**config.mk**
```make
export PLATFORM = sky130hd
export DESIGN_NAME = clk_div_ctrl
export DESIGN_NICKNAME = d
export VERILOG_FILES = /design/src/rtl/clk_div_pkg.sv /design/src/rtl/clk_div_core.sv /design/src/rtl/clk_div_ctrl.sv
export SDC_FILE = /design/constraint.sdc
export NUM_CORES = 1
export LEC_CHECK = 0
export CAP_MARGIN = 20
export CORE_ASPECT_RATIO = 1.25
export CORE_MARGIN = 3
export CORE_UTILIZATION = 55
export CTS_CLUSTER_DIAMETER = 100
export DETAILED_ROUTE_END_ITERATION = 7
export GPL_TIMING_DRIVEN = 1
export PLACE_DENSITY_LB_ADDON = 0.25
export SYNTH_ARGS = -nofsm -noshare
export SYNTH_HDL_FRONTEND = slang
export SYNTH_SLANG_ARGS = --single-unit
```
**constraint.sdc**
```tcl
create_clock -name clk_in -period 3.6 [get_ports clk_in]
set_input_delay 0.72 -clock clk_in [delete_from_list [all_inputs] [get_ports clk_in]]
set_output_delay 0.72 -clock clk_in [all_outputs]
set_load 0.05 [all_outputs]
```
**src/rtl/clk_div_pkg.sv**
```systemverilog
// Shared types and helpers for the divided-clock controller.
package clk_div_pkg;

  typedef enum logic [1:0] {
    STOP   = 2'd0,
    RUN    = 2'd1,
    SWITCH = 2'd2
  } state_e;

  // Smallest legal half-period; a requested value of zero is raised to this.
  localparam int CLAMP_MIN = 1;

  // Half-period, in input clock cycles, that yields f_out from f_in.
  function automatic int default_half(input int f_in, input int f_out);
    return f_in / (2 * f_out);
  endfunction

endpackage

```
**src/rtl/clk_div_core.sv**
```systemverilog
// Half-period counter and output toggle flop. Counts while count_en is high,
// otherwise holds the output low with the counter cleared. cur_half can be
// reloaded synchronously; fall_boundary flags the cycle whose closing edge
// takes clk_out from 1 to 0.
module clk_div_core
  import clk_div_pkg::*;
#(
  parameter int               CNT_W      = 16,
  parameter logic [CNT_W-1:0] RESET_HALF = CNT_W'(2)
) (
  input  logic             clk_in,
  input  logic             reset,
  input  logic             count_en,
  input  logic             load_en,
  input  logic [CNT_W-1:0] load_half,
  output logic             clk_out,
  output logic             tick,
  output logic             fall_boundary,
  output logic [CNT_W-1:0] cur_half
);

  logic [CNT_W-1:0] cnt_q, cnt_d;
  logic [CNT_W-1:0] cur_half_q, cur_half_d;
  logic [CNT_W-1:0] half_m1;
  logic             clk_out_q, clk_out_d;
  logic             tick_q, tick_d;
  logic             at_end;

  assign half_m1       = cur_half_q - CNT_W'(1);
  assign at_end        = (cnt_q == half_m1);
  assign fall_boundary = count_en && at_end && clk_out_q;

  assign clk_out  = clk_out_q;
  assign tick     = tick_q;
  assign cur_half = cur_half_q;

  // Next counter/output values: wrap and toggle at the end of each half period.
  always_comb begin
    cnt_d      = cnt_q;
    clk_out_d  = clk_out_q;
    tick_d     = 1'b0;
    cur_half_d = cur_half_q;
    if (count_en) begin
      if (at_end) begin
        cnt_d     = '0;
        clk_out_d = ~clk_out_q;
        tick_d    = ~clk_out_q;
      end else begin
        cnt_d = cnt_q + CNT_W'(1);
      end
    end else begin
      cnt_d     = '0;
      clk_out_d = 1'b0;
    end
    if (load_en) begin
      cur_half_d = load_half;
    end
  end

  // Counter, output, tick and half-period registers.
  always_ff @(posedge clk_in or posedge reset) begin
    if (reset) begin
      cnt_q      <= '0;
      clk_out_q  <= 1'b0;
      tick_q     <= 1'b0;
      cur_half_q <= RESET_HALF;
    end else begin
      cnt_q      <= cnt_d;
      clk_out_q  <= clk_out_d;
      tick_q     <= tick_d;
      cur_half_q <= cur_half_d;
    end
  end

endmodule

```
**src/rtl/clk_div_ctrl.sv**
```systemverilog
// Glitch-free divided clock controller: sequences start, stop and ratio
// changes so that a new half-period only lands on a falling boundary of
// clk_out. Consumers should use tick as a clock enable on clk_in.
module clk_div_ctrl
  import clk_div_pkg::*;
#(
  parameter int F_IN  = 100,
  parameter int F_OUT = 25,
  parameter int CNT_W = 16
) (
  input  logic             clk_in,
  input  logic             reset,
  input  logic             enable,
  input  logic             cfg_valid,
  input  logic [CNT_W-1:0] cfg_half,
  output logic             cfg_ready,
  output logic             clk_out,
  output logic             tick,
  output logic             running,
  output logic [CNT_W-1:0] cur_half
);

  localparam logic [CNT_W-1:0] RESET_HALF = CNT_W'(default_half(F_IN, F_OUT));
  localparam logic [CNT_W-1:0] HALF_MIN   = CNT_W'(CLAMP_MIN);

  state_e           state_q, state_d;
  logic [CNT_W-1:0] pending_q, pending_d;
  logic [CNT_W-1:0] cfg_clamped;
  logic [CNT_W-1:0] load_half;
  logic             load_en;
  logic             xfer;
  logic             fall_boundary;

  assign cfg_clamped = (cfg_half == '0) ? HALF_MIN : cfg_half;
  assign cfg_ready   = (state_q != SWITCH);
  assign xfer        = cfg_valid && cfg_ready;
  assign running     = (state_q != STOP);

  clk_div_core #(
    .CNT_W      (CNT_W),
    .RESET_HALF (RESET_HALF)
  ) u_core (
    .clk_in        (clk_in),
    .reset         (reset),
    .count_en      (running),
    .load_en       (load_en),
    .load_half     (load_half),
    .clk_out       (clk_out),
    .tick          (tick),
    .fall_boundary (fall_boundary),
    .cur_half      (cur_half)
  );

  // Next state, pending capture and half-period load requests.
  always_comb begin
    state_d   = state_q;
    pending_d = pending_q;
    load_en   = 1'b0;
    load_half = cfg_clamped;
    case (state_q)
      STOP: begin
        if (xfer) begin
          load_en = 1'b1;
        end
        if (enable) begin
          state_d = RUN;
        end
      end
      RUN: begin
        if (xfer) begin
          pending_d = cfg_clamped;
          state_d   = SWITCH;
        end else if (fall_boundary && !enable) begin
          state_d = STOP;
        end
      end
      SWITCH: begin
        if (fall_boundary) begin
          load_en   = 1'b1;
          load_half = pending_q;
          state_d   = enable ? RUN : STOP;
        end
      end
      default: begin
        state_d = STOP;
      end
    endcase
  end

  // State and pending half-period registers.
  always_ff @(posedge clk_in or posedge reset) begin
    if (reset) begin
      state_q   <= STOP;
      pending_q <= '0;
    end else begin
      state_q   <= state_d;
      pending_q <= pending_d;
    end
  end

endmodule

```
**Word-level counts from Yosys, hierarchy flattened**

Index checks and enable logic that the tools add are counted.

- Bits in registers: 52
- Input bits: 20
- Output and inout port bits: 20
- Logic and storage cells: 45

- Add/subtract/negate cells: 2
- Equal/unequal tests: 8
- Mux-type cells: 18
- Bitwise gates (word level): 1
- Reductions and logical operators: 10

Operators by type and width:

| cell | number |
|---|---|
| $mux W16 | 5 |
| $add A16 B1 Y16 const B | 1 |
| $eq A16 B16 Y1 | 1 |
| $logic_not A16 Y1 | 1 |
| $sub A16 B1 Y16 const B | 1 |
| $mux W2 | 4 |
| $ne A2 B2 Y1 const B | 4 |
| $mux W1 | 7 |
| $pmux W2 S3 | 1 |
| $logic_and A1 B1 Y1 | 4 |
| $ne A3 B3 Y1 const B | 1 |
| $reduce_and A3 Y1 | 1 |
| $eq A2 B1 Y1 const B | 1 |
| $eq A2 B2 Y1 const B | 1 |
| $logic_not A2 Y1 | 1 |
| $pmux W1 S2 | 1 |
| $reduce_and A2 Y1 | 1 |
| $reduce_bool A2 Y1 | 1 |
| $logic_not A1 Y1 | 1 |
| $not A1 Y1 | 1 |

**Longest topological paths before layout**

- Depth in word-level cells: 8
- Mapped depth: 11
- Mapped depth without buffers: 9

**Modules after synthesis**

From an unflattened synthesis, not the netlist that was laid out.

- Cell total of the unflattened synthesis: 279
- Area total of the unflattened synthesis: 3071.7 µm²

Modules (own cells, without submodules):

| module | instances | cells an instance | area each (µm²) | sequential area each (µm²) |
|---|---|---|---|---|
| clk_div_core | 1 | 205 | 2060.7 | 852.1 |
| clk_div_ctrl | 1 | 74 | 1011.0 | 450.4 |

**Worst setup path after synthesis**

Ideal clock, no wire load.

- Path kind: flip-flop to flip-flop
- Start: register u_core.cur_half_q[3], in the netlist u_core.cur_half[3]
- End: register u_core.cur_half_q[0], in the netlist u_core.cur_half[0]
- Library setup time: 0.086 ns
- Data arrival time: 3.052 ns
- Data required time: 3.514 ns
- Path slack: 0.463 ns
- Cell stages (with the launch flop): 11
- Path buffers: 3
- Clock period less this slack: 3.137 ns
- Path through: dfrtp_1 -> buf_6 -> nor4_4 -> mux2i_1 -> or4b_1 -> a22oi_1 -> nand4_4 -> or4_1 -> buf_2 -> buf_6 -> o221ai_2

- Cells in the longest elaborated chain, start to end: 6
- Elaborated cells on any way between the ends: 8
- Classes of those cells: 1 x add/sub; 1 x eq/ne; 4 x mux; 2 x reduce/logical

RTL lines:

| element | RTL line | source |
|---|---|---|
| start: declaration | clk_div_core.sv:23 | `logic [CNT_W-1:0] cur_half_q, cur_half_d;` |
| start signal: assignment | clk_div_core.sv:71 | `cur_half_q <= cur_half_d;` |
| $sub A16 B1 Y16 * | clk_div_core.sv:29 | `assign half_m1 = cur_half_q - CNT_W'(1);` |
| $eq A16 B16 Y1 * | clk_div_core.sv:30 | `assign at_end = (cnt_q == half_m1);` |
| $logic_and A1 B1 Y1 * (2 in series) | clk_div_core.sv:31 | `assign fall_boundary = count_en && at_end && clk_out_q;` |
| $mux W1 or $mux W16 (tied branches) | clk_div_ctrl.sv:78 | `if (fall_boundary) begin` |
| $pmux W1 S2 or $mux W16 (tied branches) | clk_div_ctrl.sv:60 | `case (state_q)` |

Mark *: on every way between the ends. The rest lies on a longest branch, timed or not.
A chain may end at the register's enable or synchronous reset.

**Final worst setup path**

- Start: register u_core.cur_half_q[0], in the netlist u_core.cur_half[0]
- End: register u_core.cur_half_q[14], in the netlist u_core.cur_half[14]

Same word-level chain as after synthesis.

==> impl_results.md <==
* Sink Count at 52
* Final period util at 90.9%
* Pwr dens at 841 mW/mm^2
* FF/Latch Area at between 0.001 and 0.0015 mm^2
* Global Route Usage Sum at 21.2%
* P_leak at 1.52 nW
* TritonCTS clock tree: built
* Number of synthesized flops with an enable pin at 0
* WL/cell at 15.7 um
* Antenna violations before repair at 0
* Max Buffers Root-to-Sink at 2
* Setup-failing EPs final at 0
* Status: finished clean
* Final antenna-violating net count at 0
* Cts hold-fix bufs at 0
* Pin count of the biggest net entering global routing at 53
* Synth unique cells at 53
* Area contributors post-synth: dfrtp_1 42%, mux2_2 5.6%, xnor2_1 5.2%, o221ai_2 4.9%, inv_1 4.4%
* Seq/Total Area, Yosys at between 40% and 50%
* Critical Path AT at 3500 ps
* Post-CTS sizing at 0
* HPWL Detailed at 4800 um
* Slowest cell delay on critical path at 500 ps
* Area of the multi-input gates at ~0.0015 mm^2
* Max Slew Vio Count at 0
* Min-Delay Path Class: reg -> reg
* WP buf/inv at 2
* Post-DR vias/cell at 5.69
* Layout cells sized above 1 at 14.0%
* Buffer count from post-CTS setup fixing at 0
* Max Cap Viol at 0
* CP Cell Sequence: inv_1 -> ha_1 -> nor2b_1 -> nand4_1 -> a2111oi_0 -> a211o_2 -> nand4_4 -> or4_1 -> buf_4 -> o221ai_1
* Die Area at 0.00647 mm^2
* Nets at between 300 and 400
* Rel. slew slack at 42.1%
* Skew-Pair Late Insertion Delay at 310 ps
* WL final at ~6400 um
* FFs w/ async S/R, synth at 100%
* Fillers at 427
* Crit path launch type: register
* Critical Path End Type: register
* Vias in the first global route at about 2300
* Antenna fix cells at 0
* Setup WS pre-CTS at 433 ps
* H-tree lvl count at 2
* Area share of the largest cell type after synthesis at 41.9%
* Clock Tree Root: clkbuf_8
* Setup CP Type: reg -> reg
* Core area at 0.00523 mm^2
* Die Span Y at 89.2 um
* RSZ-0062 raised after global routing: no
* First-pass GRT wire length at 10700 um
* Crit Path Max Fanout at 16
* Seq cells post-synth at 52
* Critical path data required time at 3820 ps
* Final TNS setup at 0 ps
* CTS buffer count at 5
* Synth Cell Area at between 0.003 and 0.004 mm^2
* Ports at 40
* Die width at 72.5 um
* Clk pin slew, worst setup/hold paths at 100 ps
* Top_reg_cell synth: dfrtp_1
* Final-report hold violation count at 0
* Number of DRC violations after detailed-routing iteration 0 at 86
* Starting Density at about three fifths
* GRT overflow at 0
* Gate Count Post-Synth at between 300 and 400
* Pre-antenna DRT Iters at 4
* Syn nets at 330
* Synth area leader: dfrtp_1
* Most frequent cells in the layout: 51 x dfrtp_1, 39 x clkdlybuf4s50_1, 35 x inv_1
* Site Rows at 29
* Area delta synth->final at 18.5%
* Crit path max-delay family: simple AND/OR/NAND/NOR gates
* Slew @ Worst Pin at 866 ps
* Placer Congestion at 0.844
* Period minus WS final at 3270 ps
* Vias at 2337
* Most common cell after layout, fill and taps aside: dfrtp_1
* Setup WS post-layout at around 330 ps
* VDD IR-drop max at 0.438 mV
* Port bufs at 39
* CP max-delay cell: a2111oi_0
* DRC errors left at 0
* Worst Skew at 6.56 ps
* Average cell area after synthesis at between 9 and 10 um^2
* Syn. warnings at 0
* Fmax at 305 MHz
==> metrics by stage <==
step | hold WS [ps] | util (%) | instance area (um^2) | power (mW) | instances
3_3_place_gp | 462 | 66.5 | 3480 | 2.59 | 402
2_1_floorplan | 450 | - | 3040 | 2.19 | 308
3_5_place_dp | 476 | 66.5 | 3480 | 2.63 | 402
6_report | 489 | 69.0 | 3610 | 3.03 | 411
5_1_grt | 525 | 69.0 | 3610 | 3.23 | 411
4_1_cts | 495 | 68.7 | 3590 | 3.05 | 410
==> final timing paths <==
| kind | start | endpoint | slack (ps) | cells past startpoint |
|---|---|---|---|---|
| max reg2reg | u_core.cur_half[0] | u_core.cur_half[14] | 330 | 10 |
| max in group asynchronous | reset | u_core.cur_half[1] | 2450 | 3 |
| min reg2reg | u_core.clk_out | u_core.tick | 490 | 1 |
| min | u_core.clk_out | u_core.tick | 490 | 1 |
| min in group asynchronous | reset | u_core.cur_half[14] | 620 | 2 |
| max | u_core.cur_half[0] | u_core.cur_half[14] | 330 | 10 |
==> logic make-up (layout without fill, tap and decap cells) <==
group           count (synthesis)  after routing  synth area share (%)
simple gates                  119            119                  21.8
fa+ha+maj                       2              2                 0.822
compound gates                 42             42                  13.4
xor+xnor                       29             29                  8.35
buf+inv                        46             87                  6.33
flops                          52             52                  42.8
mux                            18             18                  6.54
==> power by group <==
group	switching (mW)	total, mW	internal (mW)
Clock	0.205	0.415	0.210
Combinational	0.946	1.57	0.621
Sequential	0.260	1.05	0.791
==> sequential cells by signal, indices dropped and copies added, names as in the netlist <==
register,cells
pending_q,16
state_q,2
u_core.clk_out,1
u_core.cnt_q,16
u_core.cur_half,16
u_core.tick,1
==> per-layer routing <==
metal	global-route usage [%]	share of wire, %
met1	27.7	45
met5	0	0
met2	36.1	50
met3	3.15	2.9
met4	7.21	1.6
==> cells in the mapped netlist, drive strengths merged (2+ instances only) <==
| cell | number |
|---|---|
| a41oi | 2 |
| o221ai | 16 |
| nand2b | 6 |
| mux2i | 3 |
| a21oi | 3 |
| and3 | 7 |
| o21ai | 7 |
| o41ai | 2 |
| buf | 4 |
| clkbuf | 6 |
| nor3 | 9 |
| nand2 | 30 |
| dfrtp | 51 |
| nor4 | 11 |
| or4 | 2 |
| xnor2 | 18 |
| xor2 | 11 |
| nand3 | 13 |
| nand4 | 5 |
| nor2 | 25 |
| ha | 2 |
| nor2b | 3 |
| nand3b | 2 |
| mux2 | 15 |
| inv | 36 |
==> area by class of cell <==
| class | instances | share of cell area (%) |
|---|---|---|
| Timing Repair Buffer | 43 | 12.0 |
| Clock inverter | 2 | 1.08 |
| Multi-Input combinational cell | 210 | 42.9 |
| Clock buffer | 6 | 2.01 |
| Tap cell | 62 | 2.15 |
| Sequential cell | 52 | 36.1 |
| Inverter | 36 | 3.75 |
(Power assumes the default switching activity.)
